==> src/rtl/sync_fifo_param.sv <==
// sync_fifo_param: single-clock parametrised FIFO with occupancy count, threshold flags, sticky errors and optional FWFT read
module sync_fifo_param #(
    parameter int DATA_W    = 8,
    parameter int DEPTH     = 16,
    parameter int AF_THRESH = 12,
    parameter int AE_THRESH = 2,
    parameter int FWFT      = 0
) (
    input  logic                       clk,
    input  logic                       rst,
    input  logic                       wr_en,
    input  logic [DATA_W-1:0]          wr_data,
    input  logic                       rd_en,
    output logic [DATA_W-1:0]          rd_data,
    output logic                       rd_valid,
    output logic [$clog2(DEPTH):0]     count,
    output logic                       full,
    output logic                       empty,
    output logic                       almost_full,
    output logic                       almost_empty,
    output logic                       overflow,
    output logic                       underflow,
    input  logic                       clr_err
);
    localparam int AW = $clog2(DEPTH);
    localparam int CW = AW + 1;

    logic [DATA_W-1:0] mem_q [DEPTH];
    logic [AW-1:0]     wr_ptr_q, wr_ptr_d, rd_ptr_q, rd_ptr_d;
    logic [CW-1:0]     count_q, count_d;
    logic              overflow_q, overflow_d, underflow_q, underflow_d;
    logic              wr_acc, rd_acc;

    assign count        = count_q;
    assign full         = count_q == CW'(DEPTH);
    assign empty        = count_q == '0;
    assign almost_full  = count_q >= CW'(AF_THRESH);
    assign almost_empty = count_q <= CW'(AE_THRESH);
    assign overflow     = overflow_q;
    assign underflow    = underflow_q;

    // Accept operations against registered full/empty; a rejected op touches nothing but its error flag
    always_comb begin
        wr_acc      = wr_en && !full;
        rd_acc      = rd_en && !empty;
        wr_ptr_d    = wr_acc ? wr_ptr_q + AW'(1) : wr_ptr_q;
        rd_ptr_d    = rd_acc ? rd_ptr_q + AW'(1) : rd_ptr_q;
        count_d     = count_q + CW'(wr_acc) - CW'(rd_acc);
        overflow_d  = (wr_en && full) || (overflow_q && !clr_err);
        underflow_d = (rd_en && empty) || (underflow_q && !clr_err);
    end

    // Control state, discarded immediately on reset
    always_ff @(posedge clk or posedge rst) begin
        if (rst) begin
            wr_ptr_q    <= '0;
            rd_ptr_q    <= '0;
            count_q     <= '0;
            overflow_q  <= 1'b0;
            underflow_q <= 1'b0;
        end else begin
            wr_ptr_q    <= wr_ptr_d;
            rd_ptr_q    <= rd_ptr_d;
            count_q     <= count_d;
            overflow_q  <= overflow_d;
            underflow_q <= underflow_d;
        end
    end

    // Storage is deliberately not reset
    always_ff @(posedge clk) begin
        if (wr_acc) mem_q[wr_ptr_q] <= wr_data;
    end

    generate
        if (FWFT != 0) begin : g_fwft
            assign rd_data  = empty ? '0 : mem_q[rd_ptr_q];
            assign rd_valid = !empty;
        end else begin : g_std
            logic [DATA_W-1:0] rd_data_q, rd_data_d;
            logic              rd_valid_q, rd_valid_d;
            // Registered read port: load on accepted read, otherwise hold
            always_comb begin
                rd_data_d  = rd_acc ? mem_q[rd_ptr_q] : rd_data_q;
                rd_valid_d = rd_acc;
            end
            // Read output register
            always_ff @(posedge clk or posedge rst) begin
                if (rst) begin
                    rd_data_q  <= '0;
                    rd_valid_q <= 1'b0;
                end else begin
                    rd_data_q  <= rd_data_d;
                    rd_valid_q <= rd_valid_d;
                end
            end
            assign rd_data  = rd_data_q;
            assign rd_valid = rd_valid_q;
        end
    endgenerate
endmodule

==> config.mk <==
export PLATFORM = sky130hd
export DESIGN_NAME = sync_fifo_param
export DESIGN_NICKNAME = d
export VERILOG_FILES = /design/src/rtl/sync_fifo_param.sv
export SDC_FILE = /design/constraint.sdc
export NUM_CORES = 1
export LEC_CHECK = 0
export BUFFER_PORTS_ARGS = -buffer_cell sky130_fd_sc_hd__buf_2
export CAP_MARGIN = 20
export CORE_ASPECT_RATIO = 2
export CORE_MARGIN = 1
export CORE_UTILIZATION = 25
export CTS_CLUSTER_SIZE = 25
export DETAILED_ROUTE_END_ITERATION = 10
export REMOVE_ABC_BUFFERS = 1
export SLEW_MARGIN = 15
export SYNTH_ARGS = -nofsm -noshare
export SYNTH_HDL_FRONTEND = slang
export SYNTH_SLANG_ARGS = --single-unit
==> constraint.sdc <==
create_clock -name clk -period 5.4 [get_ports clk]
set_input_delay 0 -clock clk [delete_from_list [all_inputs] [get_ports clk]]
set_output_delay 0 -clock clk [all_outputs]
set_load 0.02 [all_outputs]
==> results.json <==
{
  "cellPowerDensity_nw_per_um2": 517.2,
  "cp_cell_sequence": "inv_1, ha_1, nor4b_2, nand2b_1, inv_2, ha_1, inv_1, ha_1, fa_1, a21oi_1, o21bai_1, xnor2_1",
  "cts_tree": "yes",
  "finalHoldViolCount": 0,
  "clk_pin_slew_ns": 0.06,
  "die_h_um": 226.6,
  "async_flop_share_pct": 15.79,
  "coreArea_um2": 24630,
  "htree_levels": 4,
  "yosys.area_share.simple_pct": 4.903,
  "worst_slack_ns": 2.188,
  "yosys_warnings": 0,
  "wire_per_inst_um": 17.49,
  "die_area_um2": 25890,
  "status": "finished, final reports clean",
  "critPathSlowestCell": "nand2b_1",
  "synth-compound-area-share_pct": 2.203,
  "antenna_found_initial": 0,
  "skew_ns": 0.006696,
  "critPathCaptureType": "flop",
  "grt_max_degree": 33,
  "synth_top_family_by_area": "multiplexers",
  "path_common_cell": "ha_1",
  "numClockSinks": 152,
  "grt-ovfl-total": 0,
  "via_count": 3048,
  "row_count": 81,
  "ys_top_cells_by_area": "edfxtp_1 61%, dfrtp_1 9.5%, mux4_1 6.7%",
  "drc": 0,
  "timing.final.crit_share_pct": 59.47,
  "final_cells": 735,
  "max-slew-margin-rel_pct": 35.91,
  "io_pins": 33,
  "final_layout_size_suffix_gt1_share_pct": 22.33,
  "n_antenna_cell": 0,
  "fmax_mhz": 311.4,
  "hold_class": "input port to asynchronous set/reset pin",
  "synth_fa_ha_area_share_pct": 3.295,
  "drt_iter0_drc": 193,
  "synth_top_area_share_pct": 60.98,
  "ant_nets": 0,
  "slew_viol_final": 0,
  "grt_setup_unrepaired": "no",
  "setup_tns_ns": 0,
  "synth_area_leader_cell": "edfxtp_1",
  "synth_seq_area_share_pct": 70.50,
  "peakVddDrop_uv": 218.8,
  "synthXorXnorAreaFrac_pct": 1.250,
  "cp.required_ns": 5.71,
  "yosys_most_used_dff": "edfxtp_1",
  "cts-root-buf": "clkbuf_16",
  "arrival_ns": 3.53,
  "tightest_slew_ns": 0.9579,
  "hold_slack_ns": 0.05813,
  "track_usage_pct": 10.90,
  "clk_latency_ns": 0.43,
  "synth-seq-cells": 152,
  "yosysUniqueCellTypes": 37,
  "dpl.hpwl_um": 9131,
  "synth-edff-count": 128,
  "cts_buffer_depth": 2,
  "crit_path_start_kind": "flop",
  "start_util_pct": 25.60,
  "max_cap_viol_count": 0,
  "synth_mux_area_share_pct": 14.45,
  "grt_pass1_vias": 3367,
  "min_period_ns": 3.212,
  "path_max_fanout": 11,
  "crit_type": "flop to flop",
  "slowest_delay_ns": 0.47,
  "setup_viol": 0,
  "synth_area_um2": 6304,
  "syn_to_final_growth_pct": 19.65,
  "route.final.wire_length_um": 12860,
  "final_nets": 419,
  "dp_cells": 690,
  "gp_congestion": 0.8256,
  "synth.avg_cell_area_um2": 18.93,
  "grt_pass1_wl_um": 19510,
  "port_buffers": 32,
  "cts_inserted_buffers": 17,
  "p_leak_nw": 2.687,
  "dieWidth_um": 114.3,
  "vias_per_cell": 4.147,
  "syn_inst": 333,
  "dr.pass1.iters": 4,
  "dpl_worst_slack_ns": 2.159
}
[registers in the layout, indices dropped and copies added, names as in the netlist]
name,flops
count,5
mem_q,128
overflow,1
rd_data,8
rd_ptr_q,4
rd_valid,1
underflow,1
wr_ptr_q,4
[layout make-up]
| cell class | count | area, um^2 |
|---|---|---|
| sequential | 152 | 4444 |
| inverter | 18 | 70.07 |
| timing repair buffer | 52 | 355.3 |
| clock inverter | 13 | 153.9 |
| tap | 332 | 415.4 |
| fill | 2351 | 17090 |
| multi-input combinational | 149 | 1670 |
| clock buffer | 19 | 432.9 |
[per-layer routing]
layer  vias to the layer above  GRT usage, %  routed length [um]
met5                         -             0                   0
met4                         0         6.242                 359
met3                        24         2.860                 351
met2                        56         22.11                8001
met1                      1546         9.029                4142
li1                       1422             -                   -
[cell usage after synthesis, drive strengths merged (2+ instances only)]
cell	number
mux4	28
nor2	8
nor2b	3
nor4	4
inv	18
a22oi	3
nand2b	2
mux2i	22
dfrtp	24
nor3b	2
buf	12
o221ai	7
xnor2	8
clkbuf	2
ha	15
o21ai	3
a21oi	3
nand2	18
nand3	2
nand4	4
and2	9
edfxtp	128
[placed cells by master (no fill, tap or decap), types with 9 or more instances in the layout]
cell type / count
edfxtp_1: 128
buf_2: 34
dfrtp_1: 24
mux2i_1: 22
nand2_1: 18
clkbuf_16: 17
mux4_1: 16
inv_1: 16
ha_1: 15
mux4_2: 12
dlygate4sd3_1: 12
and2_1: 9
[cell families after synthesis]
kind of cell               Yosys count
buffers and inverters               32
adders and majority gates           16
DFF                                152
xor gates and xnor gates             9
and+or+nand+nor                     55
muxes                               50
AOI/OAI and AO/OA                   19
[per-stage QoR]
stage / utilization (%) / cell area (um^2) / power [mW]
final: 30.63 / 7542 / 3.901
after global routing: 30.63 / 7542 / 4.090
after CTS: 30.51 / 7515 / 3.943
after detailed placement: 27.64 / 6808 / 2.762
after global placement: 27.60 / 6798 / 2.705
after floorplan: - / 6160 / 2.377
[report_power, final]
part           total, mW  leakage, nW  internal (mW)  switching (mW)
logic               1.15        0.958          0.504           0.648
clock network       1.18        0.282          0.722           0.453
registers           1.57         1.45           1.46           0.113
total               3.90         2.69           2.69            1.21
[timing repair]
item	CTS	global route
endpoints found under the hold margin	154	0
resized for setup	0	0
hold buffers	12	0
setup buffers	0	0
[final timing paths]
path / from / to / slack (ns) / cells past startpoint
setup / recovery: count[2]$_DFF_PP0_ / count[4]$_DFF_PP0_ / 2.19 / 12
hold / removal: rst / overflow$_DFF_PP0_ / 0.06 / 3
setup reg to reg: count[2]$_DFF_PP0_ / count[4]$_DFF_PP0_ / 2.19 / 12
hold reg to reg: rd_data[5]$_DFFE_PP0P_ / rd_data[5]$_DFFE_PP0P_ / 0.48 / 2
max in group asynchronous: rst / rd_ptr_q[1]$_DFFE_PP0P_ / 4.94 / 4
min in group clk: wr_en / wr_ptr_q[0]$_DFFE_PP0N_ / 0.11 / 3
[critical path: cells and delay by family (launching register included)]
family	cells	cell delay, ns
adders and majority gates	4	1.14
and+or+nand+nor	2	0.77
DFF	1	0.43
buffers and inverters	3	0.35
AOI/OAI and AO/OA	2	0.27
xor gates and xnor gates	1	0.14
Note: power is estimated with default switching activity, not from simulation.
